==> src/rtl/tick_scheduler.sv <==
// Multi-channel clock-enable scheduler: one shared base prescaler, CHANNELS programmable tick channels.
// Optional sticky one-shot completion flags (DoneFlags_o) are built when TICK_SCHEDULER_DONE_FLAGS_EN is defined.

module tick_scheduler #(
   parameter  int unsigned FREQUENCY_IN   = 50_000_000,
   parameter  int unsigned BASE_FREQUENCY = 1_000_000,
   parameter  int unsigned CHANNELS       = 4,
   parameter  int unsigned PERIOD_WIDTH   = 16,
   localparam int unsigned CH_W           = (CHANNELS > 1) ? $clog2(CHANNELS) : 1
) (
   input  logic                    Clk,
   input  logic                    Reset,
   input  logic                    CfgValid_i,
   output logic                    CfgReady_o,
   input  logic [CH_W-1:0]         CfgChannel_i,
   input  logic [PERIOD_WIDTH-1:0] CfgPeriod_i,
   input  logic [1:0]              CfgMode_i,
   output logic                    BaseTick_o,
   output logic [CHANNELS-1:0]     ChannelTick_o,
   output logic [CHANNELS-1:0]     ChannelActive_o
`ifdef TICK_SCHEDULER_DONE_FLAGS_EN
   ,
   output logic [CHANNELS-1:0]     DoneFlags_o
`endif
);

   localparam int unsigned BASE_DIV  = FREQUENCY_IN / BASE_FREQUENCY;
   localparam int unsigned BASE_W    = (BASE_DIV > 1) ? $clog2(BASE_DIV) : 1;
   localparam logic [BASE_W-1:0] BASE_LAST = BASE_W'(BASE_DIV - 1);

   localparam logic [1:0] ST_IDLE     = 2'd0;
   localparam logic [1:0] ST_PERIODIC = 2'd1;
   localparam logic [1:0] ST_ONESHOT  = 2'd2;

   localparam logic [1:0] MODE_PERIODIC = 2'b01;
   localparam logic [1:0] MODE_ONESHOT  = 2'b10;

   localparam logic [PERIOD_WIDTH-1:0] P_ZERO = {PERIOD_WIDTH{1'b0}};
   localparam logic [PERIOD_WIDTH-1:0] P_ONE  = PERIOD_WIDTH'(1);

   generate
      if (BASE_DIV < 1) begin : g_bad_base_div
         $error("tick_scheduler: FREQUENCY_IN / BASE_FREQUENCY must be at least 1");
      end
      if ((CHANNELS < 1) || (CHANNELS > 16)) begin : g_bad_channels
         $error("tick_scheduler: CHANNELS must be in 1..16");
      end
   endgenerate

   logic [BASE_W-1:0]                      base_cnt_q, base_cnt_d;
   logic                                   base_tick_q, base_tick_d;
   logic                                   cfg_ready_q, cfg_ready_d;
   logic                                   cfg_accept_s;
   logic [CHANNELS-1:0][1:0]               state_q, state_d;
   logic [CHANNELS-1:0][PERIOD_WIDTH-1:0]  cnt_q, cnt_d;
   logic [CHANNELS-1:0][PERIOD_WIDTH-1:0]  period_q, period_d;
   logic [CHANNELS-1:0]                    tick_q, tick_d;
   logic [CHANNELS-1:0]                    active_q, active_d;
   logic [CHANNELS-1:0]                    wr_hit_s;
   logic [CHANNELS-1:0]                    expire_s;

   // Base prescaler next state: BaseTick is raised for the cycle after the counter wraps.
   always_comb begin
      base_cnt_d  = base_cnt_q;
      base_tick_d = 1'b0;
      if (base_cnt_q == BASE_LAST) begin
         base_cnt_d  = {BASE_W{1'b0}};
         base_tick_d = 1'b1;
      end else begin
         base_cnt_d  = base_cnt_q + BASE_W'(1);
         base_tick_d = 1'b0;
      end
   end

   // Config handshake: ready drops for exactly one cycle after every accepted write.
   always_comb begin
      cfg_accept_s = CfgValid_i & cfg_ready_q;
      cfg_ready_d  = ~cfg_accept_s;
   end

   // Channel next state; a write to a channel overrides that channel's BaseTick work in the same cycle.
   always_comb begin
      for (int i = 0; i < CHANNELS; i++) begin
         wr_hit_s[i] = cfg_accept_s & (CfgChannel_i == CH_W'(i));
         expire_s[i] = base_tick_q & (state_q[i] != ST_IDLE) &
                       (cnt_q[i] == P_ZERO) & ~wr_hit_s[i];
         state_d[i]  = state_q[i];
         cnt_d[i]    = cnt_q[i];
         period_d[i] = period_q[i];
         if (wr_hit_s[i]) begin
            period_d[i] = CfgPeriod_i;
            case (CfgMode_i)
               MODE_PERIODIC: begin
                  if (CfgPeriod_i != P_ZERO) begin
                     state_d[i] = ST_PERIODIC;
                     cnt_d[i]   = CfgPeriod_i - P_ONE;
                  end else begin
                     state_d[i] = ST_IDLE;
                     cnt_d[i]   = P_ZERO;
                  end
               end
               MODE_ONESHOT: begin
                  if (CfgPeriod_i != P_ZERO) begin
                     state_d[i] = ST_ONESHOT;
                     cnt_d[i]   = CfgPeriod_i - P_ONE;
                  end else begin
                     state_d[i] = ST_IDLE;
                     cnt_d[i]   = P_ZERO;
                  end
               end
               default: begin
                  state_d[i] = ST_IDLE;
                  cnt_d[i]   = P_ZERO;
               end
            endcase
         end else if (expire_s[i]) begin
            if (state_q[i] == ST_PERIODIC) begin
               state_d[i] = ST_PERIODIC;
               cnt_d[i]   = period_q[i] - P_ONE;
            end else begin
               state_d[i] = ST_IDLE;
               cnt_d[i]   = P_ZERO;
            end
         end else if (base_tick_q && (state_q[i] != ST_IDLE)) begin
            cnt_d[i] = cnt_q[i] - P_ONE;
         end else begin
            cnt_d[i] = cnt_q[i];
         end
         tick_d[i]   = expire_s[i];
         active_d[i] = (state_d[i] != ST_IDLE);
      end
   end

   // State registers; synchronous active-low reset clears everything, including in-flight pulses.
   always_ff @(posedge Clk) begin
      if (!Reset) begin
         base_cnt_q  <= {BASE_W{1'b0}};
         base_tick_q <= 1'b0;
         cfg_ready_q <= 1'b0;
         state_q     <= {CHANNELS{ST_IDLE}};
         cnt_q       <= {CHANNELS{P_ZERO}};
         period_q    <= {CHANNELS{P_ZERO}};
         tick_q      <= {CHANNELS{1'b0}};
         active_q    <= {CHANNELS{1'b0}};
      end else begin
         base_cnt_q  <= base_cnt_d;
         base_tick_q <= base_tick_d;
         cfg_ready_q <= cfg_ready_d;
         state_q     <= state_d;
         cnt_q       <= cnt_d;
         period_q    <= period_d;
         tick_q      <= tick_d;
         active_q    <= active_d;
      end
   end

   assign BaseTick_o      = base_tick_q;
   assign CfgReady_o      = cfg_ready_q;
   assign ChannelTick_o   = tick_q;
   assign ChannelActive_o = active_q;

`ifdef TICK_SCHEDULER_DONE_FLAGS_EN
   logic [CHANNELS-1:0] done_q, done_d;

   // Sticky completion flags: set by a one-shot's final pulse, cleared by any write to that channel.
   always_comb begin
      for (int i = 0; i < CHANNELS; i++) begin
         if (wr_hit_s[i]) begin
            done_d[i] = 1'b0;
         end else if (expire_s[i] && (state_q[i] != ST_PERIODIC)) begin
            done_d[i] = 1'b1;
         end else begin
            done_d[i] = done_q[i];
         end
      end
   end

   // Done flag register.
   always_ff @(posedge Clk) begin
      if (!Reset) begin
         done_q <= {CHANNELS{1'b0}};
      end else begin
         done_q <= done_d;
      end
   end

   assign DoneFlags_o = done_q;
`else
   // Without done flags, one-shot completion is observable only through ChannelActive_o.
`endif

endmodule

==> config.mk <==
export PLATFORM = sky130hd
export DESIGN_NAME = tick_scheduler
export DESIGN_NICKNAME = d
export VERILOG_FILES = /design/src/rtl/tick_scheduler.sv
export SDC_FILE = /design/constraint.sdc
export NUM_CORES = 1
export LEC_CHECK = 0
export CORE_MARGIN = 4
export CORE_UTILIZATION = 30
export CTS_CLUSTER_SIZE = 14
export DETAILED_ROUTE_END_ITERATION = 6
export MAX_ROUTING_LAYER = met4
export SLEW_MARGIN = 10
export SYNTH_ARGS = -nofsm -noshare
export SYNTH_HDL_FRONTEND = slang
export SYNTH_SLANG_ARGS = --single-unit
==> constraint.sdc <==
create_clock -name Clk -period 2.8 [get_ports Clk]
set_input_delay 0.28 -clock Clk [delete_from_list [all_inputs] [get_ports Clk]]
set_output_delay 0.28 -clock Clk [all_outputs]
set_load 0.02 [all_outputs]
* After elaboration in Yosys (flattened, before gate mapping) *
Index checks and enable logic that the tools add are counted.

operators by class
  add/subtract/negate cells = 10
  equal/unequal tests = 10
  bitwise operators = 23
  reductions and logical operators = 24
  mux-type cells = 34

operators with widths
  operator                                                              number
  16-bit 2-to-1 mux                                                     18
  16-bit by 1-bit subtractor with 16-bit output, second input constant  9
  16-bit zero test                                                      4
  2-bit 2-to-1 mux                                                      9
  1-bit AND                                                             17
  16-bit nonzero test                                                   1
  2-bit nonzero test                                                    8
  2-bit by 1-bit == test with 1-bit output, second input constant       6
  3-bit nonzero test                                                    4
  6-bit by 1-bit adder with 6-bit output, second input constant         1
  2-bit == test, second input constant                                  3
  6-bit == test, second input constant                                  1
  1-bit 2-to-1 mux                                                      6
  1-bit inverter                                                        6
  1-bit logical AND                                                     4
  2-bit case mux with 2 select lines                                    1
  2-bit OR reduction                                                    2
  2-bit zero test                                                       1

word-level totals
  word-level logic and storage cells = 118
  output and inout bits = 10
  input port bits = 23
  register bits after elaboration = 152

* Logic depth before layout (Yosys ltp) *
Gate-level depths: netlist of run 1.

  depth after elaboration = 7
  depth in mapped cells = 10
  gate-level depth less buffers = 8

* Worst setup path after synthesis of run 1 *
No wires, ideal clock.

  path kind = register to register
  start = register cnt_q[55] (netlist name)
  end = register cnt_q[52] (netlist name)
  stages on the path, launching flop included = 9
  required time = 2.683 ns
  setup time = 0.117 ns
  period minus slack after synthesis = 2.406 ns
  setup slack = 0.394 ns
  arrival = 2.289 ns
  buffers on the path = 2
  path through = dfxtp_1 > or4_4 > or4_4 > buf_6 > nor3_4 > buf_6 > a21oi_1 > a311o_1 > a22o_1

between the ends
  cells in the longest elaborated chain, start to end = 5
  elaborated cells between the ends (all ways) = 6
  those cells by class = 2 x mux; 2 x bitwise; 2 x reduce/logical

ends and longest elaborated chain
  what                    RTL line  RTL
  start, declared         55        logic [CHANNELS-1:0][PERIOD_WIDTH-1:0] cnt_q, cnt_d;
  start signal, assigned  141       cnt_q <= {CHANNELS{P_ZERO}};
  start signal, assigned  150       cnt_q <= cnt_d;
  16-bit zero test *      86        (cnt_q[i] == P_ZERO) & ~wr_hit_s[i];
  1-bit AND *             85        expire_s[i] = base_tick_q & (state_q[i] != ST_IDLE) &
  1-bit AND *             86
  16-bit 2-to-1 mux       116       end else if (expire_s[i]) begin
  16-bit 2-to-1 mux       90        if (wr_hit_s[i]) begin

Mark *: on every way between the ends. The rest lies on a longest branch, timed or not.
A chain may end at the register's enable or synchronous reset.

* Worst setup path after layout of run 1 *
  start = register cnt_q[55] (netlist name)
  end = register cnt_q[50] (netlist name)

Same word-level chain as after synthesis.

==> implementation parameters, run 1 <==
Parameter                              Value

Timing
  Crit path time final ... 2.60 ns
  Unrepaired setup endpoints after global routing ... no
  Sum of negative setup slack ... 0 ns
  Post-route worst hold slack ... 0.294 ns
  Max-slew violation count ... 0
  Peak Freq ... 385 MHz
  Post-route clock period utilization ... 92.8%
  Setup WS post-layout ... 0.203 ns
  Worst-Margin Slew ... 0.793 ns
  Final hold violation count ... 0
  Setup Viol. Count Final ... 0
  Setup skew after layout ... 0.0116 ns
  Slew margin rel. ... 46.8%

Synthesis
  Register bit count reported by yosys ... 152
  Register area share after synthesis ... 32.8%
  Top_reg_cell synth ... sky130_fd_sc_hd__dfxtp_1
  Total nets after synthesis ... 1274
  Post-Synthesis Cells ... 1233
  Number of enable-type register cells in the synthesized netlist ... 0
  Distinct cell type count of the synthesized netlist ... 73
  Warnings, synthesis ... 0
  Mean post-synth cell area ... 7.52 sq um
  Proportion of synthesized flip-flops having asynchronous set or reset ... 0%
  Combined area of all synthesized cells ... 9270 sq um

Global route
  Largest net degree at the start of global routing ... 54
  Initial antenna violation count ... 0
  Overall overflow remaining after global route ... 0
  Via count of the first global-routing pass ... 8750
  Wire length of the first global-routing pass ... 50.3 mm
  Overall fraction of global-route tracks in use ... 19.4%

Placement
  HPWL after detailed placement ... 22.8 mm
  Post-Place Cell Area ... 10300 sq um
  Buffers on Ports ... 32
  Setup Slack @ Placement ... 0.200 ns
  Total placed cells including tap cells ... 1661
  Placer Congestion ... 0.943

Route
  Residual antenna-violating net count after detailed routing ... 0
  Average routed wire per standard cell ... 19.1 um
  Number of detailed-route iterations in the first pass ... 6
  Vias per Instance ... 5.57
  Aggregate routed wire length ... 32.3 mm
  Number of vias after detailed routing ... 9433
  Post-route DRC ... 0
  Violation count after the first detailed-routing iteration ... 1151

Clock network
  Worst-case clock buffer depth ... 2
  Buffer cell driving the clock tree root ... sky130_fd_sc_hd__clkbuf_16
  Cts repair resizes ... 0
  Number of H-tree levels ... 4
  Clock latency of the later-clocked register in the worst-skew pair ... 0.43 ns
  # hold bufs at CTS ... 0
  Clock tree from TritonCTS ... yes
  Worst-path clk slew ... 0.07 ns
  Number of buffers inserted to repair setup after CTS ... 0
  Total number of clock tree sinks ... 152
  Clock buffer count from CTS ... 17

Die
  Horizontal extent of the die ... 184 um
  Die ar. ... 33800 sq um
  Die extent in y ... 184 um
  Row count ... 64
  Number of primary I/O pins ... 33
  Total core area ... 30500 sq um
  Starting Density ... 30.4%

Worst hold path
  Type of the tightest min-delay check ... input pin to flip-flop

Power and ir drop
  Maximum resistive drop on vdd ... 368 uV
  LEAKAGE ... 4.00 nW
  Power Dens Cells ... 518 nW/um^2

Setup path
  Type of destination of the critical path ... flip-flop
  Worst path max stage delay ... 0.57 ns
  Required time worst endpoint ... 3.13 ns
  Cell breakdown of the critical path ... or4_4 -> or4_4 -> nor3_4 -> buf_12 -> a21oi_1 -> a311o_1 -> a22o_1
  Arrival time of data at the critical path endpoint ... 2.92 ns
  Most Frequent Cell on Critical Path ... sky130_fd_sc_hd__or4_4
  Type of the worst setup path ... flip-flop to flip-flop
  Launching element type of the critical path ... flip-flop
  Reg-to-reg setup timing slack ... 0.20 ns
  Critical-path maximum fanout ... 19
  Library cell contributing the largest single delay on the critical path ... sky130_fd_sc_hd__or4_4

Layout
  Number of inserted filler cells in the final layout ... 3190
  Antenna fix cells ... 0
  Net count of the finished layout ... 1325
  Area of all placed cells without fillers ... 11000 sq um
  Count of non-filler cells in the finished layout ... 1693
  Leading cell type in the layout, fill and taps excluded ... sky130_fd_sc_hd__nand2_1
  Most frequent cells in the layout ... sky130_fd_sc_hd__nand2_1 (195), sky130_fd_sc_hd__dfxtp_1 (152), sky130_fd_sc_hd__a21oi_1 (120)
  Post-synthesis to final-layout area growth ... 18.2%
  Fraction of final layout cells sized beyond drive strength 1 ... 10.9%

Run
  Max-Cap Viols ... 0

Run status
  Status ... completed
==> routing by layer <==
layer	routed length, um	part of all wire [%]	up-vias	global-route usage, %
met5	0	0	-	-
met4	696	2.2	0	5.47
met3	2950	9.1	52	5.40
met2	14200	44	386	28.8
met1	14400	45	4440	25.9
li1	-	-	4555	-
==> worst max-delay path: cells and delay by family, from the launching register on <==
family | cells | cell delay, ns
AOI/OAI and AO/OA | 3 | 0.54
and+or+nand+nor | 3 | 1.38
DFF | 1 | 0.37
buffers and inverters | 1 | 0.19
==> where the power goes <==
group	switching (mW)	internal (mW)
Sequential	0.0511	2.20
Clock	1.02	1.44
Combinational	0.585	0.379
==> cells by family (layout without fill, tap and decap cells) <==
| logic type | Yosys count | count (layout) | share of synthesized area [%] |
|---|---|---|---|
| simple gates | 555 | 555 | 30.2 |
| compound gates | 322 | 322 | 21.7 |
| flops | 152 | 152 | 32.8 |
| buf+inv | 106 | 170 | 5.36 |
| xor+xnor | 77 | 77 | 7.27 |
| fa+ha+maj | 18 | 18 | 2.43 |
| mux | 3 | 3 | 0.324 |
==> final timing paths <==
| kind | startpoint | end | cells after the start |
|---|---|---|---|
| worst max-delay path | cnt_q[55] | cnt_q[50] | 7 |
| worst min-delay path | Reset | cnt_q[40] | 2 |
| worst max register to register | cnt_q[55] | cnt_q[50] | 7 |
| worst min register to register | period_q[63] | period_q[63] | 2 |
==> cells in the mapped netlist (16+ instances only) <==
library cell	instances	share of area [%]
sky130_fd_sc_hd__a21oi_1	120	6.5
sky130_fd_sc_hd__a31oi_1	20	1.3
sky130_fd_sc_hd__clkbuf_1	58	2.3
sky130_fd_sc_hd__dfxtp_1	152	33
sky130_fd_sc_hd__ha_1	18	2.4
sky130_fd_sc_hd__inv_1	27	1.1
sky130_fd_sc_hd__nand2_1	195	7.9
sky130_fd_sc_hd__nand2b_1	16	1.1
sky130_fd_sc_hd__nand3_1	34	1.8
sky130_fd_sc_hd__nand4_1	21	1.4
sky130_fd_sc_hd__nor2_1	97	3.9
sky130_fd_sc_hd__nor3_1	52	2.8
sky130_fd_sc_hd__nor4_1	30	2.0
sky130_fd_sc_hd__o21a_1	19	1.5
sky130_fd_sc_hd__o21ai_0	54	2.9
sky130_fd_sc_hd__xnor2_1	38	3.6
sky130_fd_sc_hd__xor2_1	39	3.7
==> registers in the layout, indices dropped and copies added, names as in the netlist <==
| register | flops |
|---|---|
| cnt_q | 64 |
| period_q | 64 |
| CfgReady_o | 1 |
| base_cnt_q | 6 |
| ChannelActive_o | 4 |
| state_q | 8 |
| ChannelTick_o | 4 |
| BaseTick_o | 1 |
==> final cells by class <==
cell class	instances	area (sq um)	share of cell area, %
Timing Repair Buffer	111	958	8.74
Multi-Input combinational cell	975	5750	52.5
Clock inverter	12	165	1.51
Clock buffer	20	447	4.08
Inverter	27	101	0.925
Tap cell	396	495	4.52
Sequential cell	152	3040	27.8
==> stage by stage <==
stage / total power, mW / utilization (%)
2_1_floorplan: 2.89 / -
3_3_place_gp: 3.24 / 33.9
3_5_place_dp: 3.25 / 33.9
4_1_cts: 5.68 / 35.9
5_1_grt: 5.88 / 35.9
6_report: 5.68 / 35.9
Note: power is estimated with default switching activity, not from simulation.
==> run 2: changes to the inputs <==
--- a/config.mk
+++ b/config.mk
@@ -7,6 +7,7 @@
 export LEC_CHECK = 0
 export CORE_MARGIN = 4
 export CORE_UTILIZATION = 30
+export CTS_CLUSTER_DIAMETER = 80
 export CTS_CLUSTER_SIZE = 14
 export DETAILED_ROUTE_END_ITERATION = 6
 export MAX_ROUTING_LAYER = met4
==> results of run 2 <==
Same layout as run 1: the final DEF is identical, and so are final timing and power.
==> run 3: changes to the inputs <==
--- a/config.mk
+++ b/config.mk
@@ -5,7 +5,6 @@
 export SDC_FILE = /design/constraint.sdc
 export NUM_CORES = 1
 export LEC_CHECK = 0
-export CORE_MARGIN = 4
 export CORE_UTILIZATION = 30
 export CTS_CLUSTER_DIAMETER = 80
 export CTS_CLUSTER_SIZE = 14
==> implementation parameters, run 3 (same netlist as run 1, synthesis figures left out) <==
Parameter                              Value

Placement
  Buffers on Ports ... 32
  Setup Slack @ Placement ... -0.0301 ns
  Placer Congestion ... 0.923
  Total placed cells including tap cells ... 1661
  HPWL after detailed placement ... 23.2 mm

Route
  Number of detailed-route iterations in the first pass ... 6
  Residual antenna-violating net count after detailed routing ... 0
  Aggregate routed wire length ... 32.8 mm
  Post-route DRC ... 0
  Average routed wire per standard cell ... 19.3 um
  Vias per Instance ... 5.62
  Violation count after the first detailed-routing iteration ... 1072
  Number of vias after detailed routing ... 9519

Power and ir drop
  Power Dens Cells ... 518 nW/um^2
  Maximum resistive drop on vdd ... 401 uV
  LEAKAGE ... 3.99 nW

Timing
  Worst-Margin Slew ... 0.875 ns
  Slew margin rel. ... 41.5%
  Setup Viol. Count Final ... 0
  Setup skew after layout ... 0.0101 ns
  Crit path time final ... 2.70 ns
  Post-route clock period utilization ... 96.3%
  Post-route worst hold slack ... 0.336 ns
  Sum of negative setup slack ... 0 ns
  Peak Freq ... 371 MHz
  Setup WS post-layout ... 0.104 ns
  Max-slew violation count ... 0
  Unrepaired setup endpoints after global routing ... no
  Final hold violation count ... 0

Setup path
  Most Frequent Cell on Critical Path ... sky130_fd_sc_hd__or4_4
  Arrival time of data at the critical path endpoint ... 3.02 ns
  Critical-path maximum fanout ... 13
  Launching element type of the critical path ... flip-flop
  Buffering stage count on the worst path with inverters included ... 1
  Beginning of the worst register-to-register path ... cnt_q[56]
  Cell breakdown of the critical path ... or4_4 -> or4_4 -> nor3_4 -> buf_4 -> nand2_1 -> a32o_1 -> or2_1
  Launching instance or port of the critical path ... cnt_q[56]
  Library cell contributing the largest single delay on the critical path ... sky130_fd_sc_hd__or4_4
  Type of the worst setup path ... flip-flop to flip-flop
  Worst path max stage delay ... 0.55 ns
  Largest delay share family, worst path ... simple AND/OR/NAND/NOR gates
  Required time worst endpoint ... 3.12 ns
  Type of destination of the critical path ... flip-flop

Die
  Die extent in y ... 178 um
  Horizontal extent of the die ... 178 um
  Number of primary I/O pins ... 33
  Total core area ... 30500 sq um
  Starting Density ... 30.4%
  Row count ... 64
  Die ar. ... 31600 sq um

Clock network
  Cts repair resizes ... 0
  Buffer cell driving the clock tree root ... sky130_fd_sc_hd__clkbuf_16
  Clock tree from TritonCTS ... yes
  Number of H-tree levels ... 4
  Total number of clock tree sinks ... 152
  Number of buffers inserted to repair setup after CTS ... 0
  # hold bufs at CTS ... 0
  Clock buffer count from CTS ... 17
  Worst-path clk slew ... 0.07 ns
  Clock latency of the later-clocked register in the worst-skew pair ... 0.43 ns
  Worst-case clock buffer depth ... 2

Run status
  Status ... completed

Layout
  Net count of the finished layout ... 1325
  Count of non-filler cells in the finished layout ... 1694
  Most frequent cells in the layout ... sky130_fd_sc_hd__nand2_1 (195), sky130_fd_sc_hd__dfxtp_1 (152), sky130_fd_sc_hd__a21oi_1 (120)
  Leading cell type in the layout, fill and taps excluded ... sky130_fd_sc_hd__nand2_1
  Registers with the most flip-flops ... cnt_q: 64 flops, period_q: 64 flops, state_q: 8 flops
  Post-synthesis to final-layout area growth ... 17.7%
  Fraction of final layout cells sized beyond drive strength 1 ... 10.7%

Global route
  Wire length of the first global-routing pass ... 50.8 mm
  Via count of the first global-routing pass ... 8836
  Overall overflow remaining after global route ... 0
  Largest net degree at the start of global routing ... 46
  Initial antenna violation count ... 0
  Overall fraction of global-route tracks in use ... 21.8%

Worst hold path
  Min-delay src ... Reset
  Type of the tightest min-delay check ... input pin to flip-flop

Run
  Max-Cap Viols ... 0
## run 3: path summary, 6_finish.rpt
path / endpoint / slack [ns] / cells past startpoint
setup / recovery: ChannelActive_o[3] / 0.10 / 7
hold / removal: cnt_q[53] / 0.34 / 3
setup reg to reg: ChannelActive_o[3] / 0.10 / 7
hold reg to reg: base_cnt_q[0] / 0.46 / 1
## run 3: per-layer routing
metal,part of all wire [%],vias up,track usage (%)
met5,0,-,-
met4,3.0,0,7.80
met3,9.8,66,5.42
met2,43,454,31.2
met1,45,4429,29.5
li1,-,4570,-
## run 3: area by class of cell
type / instances / area [sq um]
tap: 396 / 495
fill: 3161 / 19600
timing repair buffer: 111 / 921
clock buffer: 22 / 464
inverter: 27 / 101
antenna: 1 / 2.50
multi-input combinational: 975 / 5740
sequential: 152 / 3040
clock inverter: 10 / 143
## run 3: report_power, final
| group | switching, mW | total [mW] | internal, mW | leakage, nW |
|---|---|---|---|---|
| combinational | 0.592 | 0.959 | 0.366 | 2.48 |
| clock | 0.983 | 2.44 | 1.46 | 0.283 |
| sequential | 0.0509 | 2.26 | 2.20 | 1.23 |
## run 3: per-stage QoR
stage,utilization [%],cell area [sq um],total power [mW]
after floorplan,-,9270,2.89
after global placement,33.8,10300,3.24
after detailed placement,33.8,10300,3.24
after CTS,35.8,10900,5.66
after global routing,35.8,10900,5.87
final,35.8,10900,5.65
## run 3: worst reg2reg max path, cell delays in order, from the launching register on
cell                      delay, ns
sky130_fd_sc_hd__dfxtp_1       0.35
sky130_fd_sc_hd__or4_4         0.55
sky130_fd_sc_hd__or4_4         0.49
sky130_fd_sc_hd__nor3_4        0.49
sky130_fd_sc_hd__buf_4         0.21
sky130_fd_sc_hd__nand2_1       0.05
sky130_fd_sc_hd__a32o_1        0.26
sky130_fd_sc_hd__or2_1         0.20
